===== src/rtl/noc_local_ni.sv =====
// Local-port network interface: TX packetizer (target, size, payload) and RX FIFO with sop/eop framing.
// One flit per cycle each way under valid/credit; router->IP latency 1 cycle; stalls hold data_o / refuse credit when full.
module noc_local_ni #(
    parameter int TAM_FLIT   = 16,
    parameter int METADEFLIT = 8,
    parameter int RX_DEPTH   = 4
) (
    input  logic                clock,
    input  logic                reset,
    input  logic                send_req,
    input  logic [TAM_FLIT-1:0] send_target,
    input  logic [TAM_FLIT-1:0] send_size,
    output logic                send_busy,
    input  logic                send_valid,
    input  logic [TAM_FLIT-1:0] send_data,
    output logic                send_ready,
    output logic                rx_o,
    output logic [TAM_FLIT-1:0] data_o,
    input  logic                credit_i,
    input  logic                tx_i,
    input  logic [TAM_FLIT-1:0] data_i,
    output logic                credit_o,
    output logic                recv_valid,
    output logic [TAM_FLIT-1:0] recv_data,
    output logic                recv_sop,
    output logic                recv_eop,
    input  logic                recv_ready
);
    localparam int PW  = $clog2(RX_DEPTH);
    localparam int PW1 = PW + 1;
    localparam logic [TAM_FLIT-1:0] ONE     = TAM_FLIT'(1);
    localparam logic [PW:0]         DEPTH_C = PW1'(RX_DEPTH);

    typedef enum logic [1:0] {T_IDLE, T_HEADER, T_SIZE, T_PAYLOAD} tx_state_e;
    typedef enum logic [1:0] {R_HEADER, R_SIZE, R_PAYLOAD} rx_state_e;

    tx_state_e           tx_state_q, tx_state_d;
    logic [TAM_FLIT-1:0] target_q, target_d;
    logic [TAM_FLIT-1:0] size_q, size_d;
    logic [TAM_FLIT-1:0] count_q, count_d;

    always_ff @(posedge clock or negedge reset) begin
        if (!reset) begin
            tx_state_q <= T_IDLE;
            target_q   <= '0;
            size_q     <= '0;
            count_q    <= '0;
        end else begin
            tx_state_q <= tx_state_d;
            target_q   <= target_d;
            size_q     <= size_d;
            count_q    <= count_d;
        end
    end

    // rx_o never looks at credit_i; credit only gates the state advance.
    always_comb begin
        tx_state_d = tx_state_q;
        target_d   = target_q;
        size_d     = size_q;
        count_d    = count_q;
        rx_o       = 1'b0;
        data_o     = '0;
        send_ready = 1'b0;
        case (tx_state_q)
            T_IDLE: begin
                if (send_req) begin
                    tx_state_d = T_HEADER;
                    target_d   = send_target;
                    size_d     = send_size;
                    count_d    = send_size;
                end
            end
            T_HEADER: begin
                rx_o   = 1'b1;
                data_o = {target_q[TAM_FLIT-1 -: METADEFLIT], target_q[METADEFLIT-1:0]};
                if (credit_i) tx_state_d = T_SIZE;
            end
            T_SIZE: begin
                rx_o   = 1'b1;
                data_o = size_q;
                if (credit_i) tx_state_d = (size_q != '0) ? T_PAYLOAD : T_IDLE;
            end
            T_PAYLOAD: begin
                rx_o   = send_valid;
                data_o = send_data;
                if (send_valid && credit_i) begin
                    send_ready = 1'b1;
                    count_d    = count_q - ONE;
                    if (count_q == ONE) tx_state_d = T_IDLE;
                end
            end
            default: tx_state_d = T_IDLE;
        endcase
    end

    assign send_busy = (tx_state_q != T_IDLE);

    logic [TAM_FLIT+1:0] mem_q [RX_DEPTH];
    logic [PW-1:0]       wr_ptr_q, rd_ptr_q;
    logic [PW:0]         occ_q, occ_d;
    rx_state_e           rx_state_q, rx_state_d;
    logic [TAM_FLIT-1:0] rcount_q, rcount_d;
    logic                sop_tag, eop_tag;
    logic                rx_push, rx_pop;
    logic [TAM_FLIT+1:0] head;

    // Credit comes from the registered occupancy only, so a full FIFO refuses a flit even when popping.
    assign credit_o   = reset & (occ_q != DEPTH_C);
    assign recv_valid = (occ_q != '0);
    assign rx_push    = tx_i & credit_o;
    assign rx_pop     = recv_valid & recv_ready;
    assign head       = mem_q[rd_ptr_q];
    assign recv_data  = recv_valid ? head[TAM_FLIT-1:0] : '0;
    assign recv_eop   = recv_valid & head[TAM_FLIT];
    assign recv_sop   = recv_valid & head[TAM_FLIT+1];

    always_comb begin
        rx_state_d = rx_state_q;
        rcount_d   = rcount_q;
        sop_tag    = 1'b0;
        eop_tag    = 1'b0;
        case (rx_state_q)
            R_HEADER: begin
                sop_tag = 1'b1;
                if (rx_push) rx_state_d = R_SIZE;
            end
            R_SIZE: begin
                eop_tag = (data_i == '0);
                if (rx_push) begin
                    rcount_d   = data_i;
                    rx_state_d = eop_tag ? R_HEADER : R_PAYLOAD;
                end
            end
            R_PAYLOAD: begin
                eop_tag = (rcount_q == ONE);
                if (rx_push) begin
                    rcount_d = rcount_q - ONE;
                    if (eop_tag) rx_state_d = R_HEADER;
                end
            end
            default: rx_state_d = R_HEADER;
        endcase
    end

    always_comb begin
        occ_d = occ_q;
        case ({rx_push, rx_pop})
            2'b10:   occ_d = occ_q + PW1'(1);
            2'b01:   occ_d = occ_q - PW1'(1);
            default: occ_d = occ_q;
        endcase
    end

    always_ff @(posedge clock or negedge reset) begin
        if (!reset) begin
            for (int i = 0; i < RX_DEPTH; i++) mem_q[i] <= '0;
            wr_ptr_q   <= '0;
            rd_ptr_q   <= '0;
            occ_q      <= '0;
            rx_state_q <= R_HEADER;
            rcount_q   <= '0;
        end else begin
            if (rx_push) begin
                mem_q[wr_ptr_q] <= {sop_tag, eop_tag, data_i};
                wr_ptr_q        <= wr_ptr_q + PW'(1);
            end
            if (rx_pop) rd_ptr_q <= rd_ptr_q + PW'(1);
            occ_q      <= occ_d;
            rx_state_q <= rx_state_d;
            rcount_q   <= rcount_d;
        end
    end
endmodule


===== config.mk =====
export PLATFORM = sky130hd
export DESIGN_NAME = noc_local_ni
export DESIGN_NICKNAME = d
export VERILOG_FILES = /design/src/rtl/noc_local_ni.sv
export SDC_FILE = /design/constraint.sdc
export NUM_CORES = 1
export LEC_CHECK = 0
export BUFFER_PORTS_ARGS = -buffer_cell sky130_fd_sc_hd__clkbuf_2
export CELL_PAD_IN_SITES_DETAIL_PLACEMENT = 1
export CELL_PAD_IN_SITES_GLOBAL_PLACEMENT = 2
export CORE_MARGIN = 1.5
export CORE_UTILIZATION = 40
export CTS_CLUSTER_DIAMETER = 60
export CTS_CLUSTER_SIZE = 14
export DETAILED_ROUTE_END_ITERATION = 7
export PLACE_DENSITY = 0.9
export SYNTH_ARGS = -nofsm -noshare
export SYNTH_HDL_FRONTEND = slang
export SYNTH_SLANG_ARGS = --single-unit

===== constraint.sdc =====
create_clock -name clock -period 4.35 [get_ports clock]
set_input_delay 0.2175 -clock clock [delete_from_list [all_inputs] [get_ports clock]]
set_output_delay 0.2175 -clock clock [all_outputs]
set_load 0.02 [all_outputs]

# --- After elaboration in Yosys (flattened, before gate mapping) ---
# Cells that the tools add are included.
word_totals:
  regBits: 147
  output_inout_bits: 39
  wordCells: 98
classes:
  addsub: 6
  magnitude_cmp: 3
  eq_ne: 19
  muxes: 33
  n_bitwise: 7
  reduce_logical: 17
op_table:
  columns: ["cell", "count"]
  rows:
  - ["16-bit 2-to-1 mux", 5]
  - ["72-bit bitwise mux", 1]
  - ["16-bit one-hot mux with 2 select lines", 2]
  - ["18-bit 2-to-1 mux", 3]
  - ["16-bit one-hot mux with 3 select lines", 1]
  - ["18-bit binary-select mux with 2-bit select", 1]
  - ["18-bit demux with 2-bit select", 1]
  - ["16-bit by 1-bit equality test with 1-bit output (second input constant)", 2]
  - ["16-bit by 1-bit subtractor with 16-bit output (second input constant)", 2]
  - ["2-bit 2-to-1 mux", 11]
  - ["2-bit inequality test (second input constant)", 9]
  - ["16-bit logical NOT", 1]
  - ["16-bit nonzero test", 1]
  - ["2-bit equality test (second input constant)", 4]
  - ["2-bit one-hot mux with 4 select lines", 1]
  - ["2-bit nonzero test", 4]
  - ["2-bit by 1-bit equality test with 1-bit output (second input constant)", 3]
  - ["3-bit greater-or-equal comparator (second input constant)", 2]
  - ["2-bit NOT with 3-bit output", 2]
  - ["2-bit one-hot mux with 3 select lines", 1]
  - ["3-bit one-hot mux with 2 select lines", 1]
  - ["3-bit AND reduction", 2]
  - ["1-bit bitwise AND", 5]
  - ["5-bit AND reduction", 1]
  - ["other kinds (13)", 19]

# --- Logic depth before layout (Yosys ltp) ---
depth:
  word_depth: 6
  ltp_mapped: 10
  depth_no_buf: 9

# --- Worst setup path before layout ---
# Ideal clock, no wire load.
synth_timing:
  path_type: "reg-to-reg"
  startpoint: "register count_q[0]"
  endpoint: "register count_q[10]"
  arrival_ps: 2104
  t_required_ps: 4224
  slack_ps: 2120
  stages_incl_launch_ff: 8
  path_buffers: 1
  cell_sequence: "dfrtp_1 > inv_1 > ha_1 > or3b_2 > clkbuf_1 > nor4_1 > mux2_2 > a221o_1"
synth_via:
  elab_chain_len: 3
synth_lines:
  columns: ["item", "line", "rtl"]
  rows:
  - ["start, declared", "40", "logic [TAM_FLIT-1:0] count_q, count_d;"]
  - ["start signal, assigned", "52", "count_q <= count_d;"]
  - ["16-bit by 1-bit subtractor with 16-bit output", "89", "count_d = count_q - ONE;"]
  - ["16-bit 2-to-1 mux", "87", "if (send_valid && credit_i) begin"]
  - ["16-bit one-hot mux with 2 select lines", "65", "case (tx_state_q)"]
# No other way between the ends. The select of a mux whose other input is x is not followed.
# A chain may end at the register's enable or synchronous reset.

# --- Final worst setup path ---
layout_timing:
  startpoint: "input reset"
  endpoint: "register occ_q[2]"
layout_via:
  elab_chain_len: 4
  word_cells_on_any_way: 6
  cone_classes: "eq/ne: 2; mux: 1; bitwise: 2; reduce/logical: 1"
layout_lines:
  columns: ["item", "line", "rtl"]
  rows:
  - ["start, declared", "9", "input logic reset,"]
  - ["1-bit bitwise AND *", "109", "assign credit_o = reset & (occ_q != DEPTH_C);"]
  - ["1-bit bitwise AND *", "111", "assign rx_push = tx_i & credit_o;"]
  - ["2-bit by 1-bit equality test with 1-bit output / 2-bit equality test (equally long branches)", "148", "case ({rx_push, rx_pop})"]
  - ["3-bit one-hot mux with 2 select lines / 2-bit nonzero test (equally long branches)", null, null]
  - ["end signal, assigned", "160", "occ_q <= '0;"]
  - ["end signal, assigned", "169", "occ_q <= occ_d;"]
  - ["end, declared", "101", "logic [PW:0] occ_q, occ_d;"]
# Every way passes the cells marked *; elsewhere a longest branch is shown, timed or not.

==> impl_metrics.py <==
metrics = {
    "drt": {
        "routedWlPerCell_um": 20.8,
        "drc": 0,
        "wirelength_um": 22200,
        "postRouteAntennaNets": 0,
        "route.vias.total": 6269,
        "drt_pass1_iterations": 5,
        "vias_per_cell": 5.88,
        "drtIter0Drc": 421,
    },
    "synth": {
        "synth_simple_gate_area_frac": 0.168,
        "synth.cell_area_um2": 7640,
        "post_synth_edffs": 0,
        "synth_compound_area_frac": 0.112,
        "syn_inst": 712,
        "syn_area_per_cell_um2": 10.7,
        "synth.lib_cells_used.distinct": 64,
        "seq_area_frac_synth": 0.482,
        "postSynthNetCount": 801,
        "ys_dominant_reg_cell": "dfrtp_1",
        "dominant_combinational_cell_family_by_area_after_synthesis": "multiplexers",
        "async_flop_share": 1.00,
        "synthAdderAreaFrac": 0.0305,
        "synth_xor_xnor_area_share": 0.00688,
        "synth-seq-cells": 147,
        "muxShareOfSynthArea": 0.168,
        "synth_warn": 0,
    },
    "sta": {
        "final_report_setup_violation_count": 0,
        "timing_worst_slew_pin_value_ns": 1.18,
        "period_minus_slack_ns": 3.19,
        "max_freq_mhz": 313,
        "timing_max_transition_violations_final": 0,
        "timing.final.hold_violations": 0,
        "relSlewSlack": 0.214,
        "rsz0062_at_grt": "false",
        "timing.clock.skew_ns": 0.00704,
        "finalSetupTns_ns": 0,
        "finalCritPeriodShare": 0.734,
    },
    "worst_setup_path": {
        "worst-setup-path-type": "input pin to flop",
        "critical_path.max_fanout": 42,
        "worst_ep_arrival_time_ns": 3.49,
        "worst_path_largest_cell_delay_ns": 0.68,
        "worstPathCellList": "dlygate4sd3_1 > buf_6 > nand2_1 > nor2_1 > clkinv_1 > ha_1 > inv_1 > fa_1 > xor2_1 > nor2_1 > xor2_1",
        "reg2reg_setup_slack_ns": 1.44,
        "regToRegStartpoint": "tx_state_q[1]",
        "worstSetupEndpointType": "flop",
        "worst_ep_required_time_ns": 4.65,
        "cp-startpoint": "reset",
        "worst-path-stages": 11,
        "cp-endpoint": "occ_q[2]",
        "crit_family": "buffers and inverters",
        "critPathLaunchType": "input pin",
        "cell_type_of_the_slowest_stage_on_the_worst_timing_path": "nor2_1",
        "reg2reg_to": "count_q[3]",
        "path_buf_inv": 4,
        "worst_r2r_path_depth": 6,
    },
    "placed_design": {
        "post_dp_cell_area_um2": 8370,
        "globalplace.congestion": 0.817,
        "io_buffer_count": 109,
        "post_detail_place_hpwl_um": 15300,
    },
    "cts": {
        "cts_tree": "done",
        "cts-root-buf": "clkbuf_16",
        "cts_max_path_buffers": 2,
        "clock_tree.htree_level_count": 4,
        "cts.sinks": 147,
        "clk_pin_slew_worst_paths_ns": 0.06,
        "worstSkewPairLatency_ns": 0.42,
        "cts_resized": 0,
        "cts_inserted_buffers": 17,
    },
    "floorplanning": {
        "fp-row-count": 50,
        "die_extent_in_y_um": 141,
        "start_util": 0.408,
        "die_w_um": 141,
        "ioPinCount": 110,
        "placeableCoreArea_um2": 18700,
        "die_area_um2": 19900,
    },
    "worst_hold_path": {
        "hp-start": "send_target[6]",
        "hold_path_class": "input pin to flop",
    },
    "grt": {
        "grt_first_pass_wirelength_um": 36800,
        "groute.layer.met1.usage": 0.317,
        "grt_start_max_net_pins": 65,
        "met3_usage": 0.0421,
        "peak_usage_layer_in_the_global_routing_report": "met2",
        "grt_pass1_vias": 6879,
        "antenna_found_initial": 1,
        "grtUsageMet2": 0.396,
        "globalRoute.totalOverflow": 0,
        "global_route.usage.total": 0.237,
    },
    "finish": {
        "final_std_cell_area_no_fill_um2": 9130,
        "mostFrequentLayoutCell": "dfrtp_1",
        "post-route-util": 0.488,
        "most-common-layout-cells": "dfrtp_1, nand2_1, clkbuf_2",
        "num-nets-final": 910,
        "final_layout_size_suffix_gt1_frac": 0.298,
        "n_antenna_cell": 0,
        "layout-area-overhead-vs-synth_pct": 19.5,
    },
    "pwr": {
        "leak_pwr_nw": 4.17,
        "share_seq_of_total_power": 0.350,
        "power.share.combinational": 0.447,
        "power.net_switching_mw": 3.03,
        "power-per-cell-area_nw_per_um2": 815,
        "internal-power_mw": 4.41,
        "netSwitchingFraction": 0.407,
        "clock_power_share": 0.203,
        "irDropWorstVdd_uv": 310,
    },
    "run_status": {
        "result_of_the_run": "finished, final reports clean",
    },
    "flow_run": {
        "timing.max_cap.violations": 0,
    },
}
cells by family after synthesis:
logic type	count (synthesis)
adder cells (fa/ha/maj)	18
buffers and inverters	63
multiplexers	97
flip-flops	147
XOR/XNOR	6
AND/OR/NAND/NOR	267
AO/OA/AOI/OAI	114
worst min path at each step:
stage / to / slack, ns / depth (start not counted)
after floorplan: count_q[0] / -0.08 / 0
after global placement: count_q[13] / 0.16 / 1
after detailed placement: count_q[13] / 0.16 / 1
after CTS: target_q[6] / 0.004 / 3
after global routing: target_q[6] / 0.02 / 3
final: target_q[6] / 0.01 / 3
state kept, by name (all words and copies together) (netlist names):
name	cells
mem_q	72
count_q	16
rcount_q	16
size_q	16
target_q	16
occ_q	3
rd_ptr_q	2
rx_state_q	2
tx_state_q	2
wr_ptr_q	2
synth_stat cells, types with 17 or more instances:
master	count	area, um2
ha_1	17	213
dfrtp_1	147	3680
a21oi_1	18	90.1
o21ai_0	20	100
and2_1	23	144
clkbuf_1	31	116
mux2_2	71	800
nand2_1	117	439
nor4_1	17	106
nor2_1	41	154
mux4_2	18	405
stage by stage:
step	hold WS, ns	power (mW)	std cells	setup WS, ns
after floorplan	-0.0781	4.84	712	2.12
after global placement	0.156	5.68	1020	1.47
after detailed placement	0.161	5.91	1020	1.33
after CTS	0.00440	7.48	1067	1.16
after global routing	0.0197	7.94	1067	0.807
final	0.0150	7.44	1067	1.16
per-layer routing:
layer	part of all wire	wire [um]
met5	0	0
met4	0.016	346
met3	0.039	872
met2	0.50	11100
met1	0.45	9930
final cells by class:
class,count,area (um2)
Timing Repair Buffer,134,779
Clock buffer,19,443
Inverter,19,71.3
Fill cell,2038,9580
Tap cell,234,293
Multi-Input combinational cell,502,3710
Sequential cell,147,3680
Clock inverter,12,156
timing repair:
item | in CTS | in global routing
buffers inserted | 0 | 0
hold endpoints to repair | 53 | 0
hold buffers | 16 | 0
endpoints found under the setup margin | 0 | 0
worst reg2reg max path, delay by kind of cell (launching register included):
family                     cells  cell delay [ns]
and+or+nand+nor                1             0.65
buffers and inverters          1             0.21
AOI/OAI and AO/OA              3             0.79
adders and majority gates      1             0.72
DFF                            1             0.43
power by group through the flow:
stage / combinational, mW / clock, mW / sequential (mW)
after detailed placement: 3.31 / 0 / 2.60
final: 3.33 / 1.51 / 2.61
after floorplan: 2.48 / 0 / 2.36
after CTS: 3.35 / 1.53 / 2.60
after global placement: 3.16 / 0 / 2.52
after global routing: 3.66 / 1.59 / 2.70
Note: power is estimated with default switching activity, not from simulation.
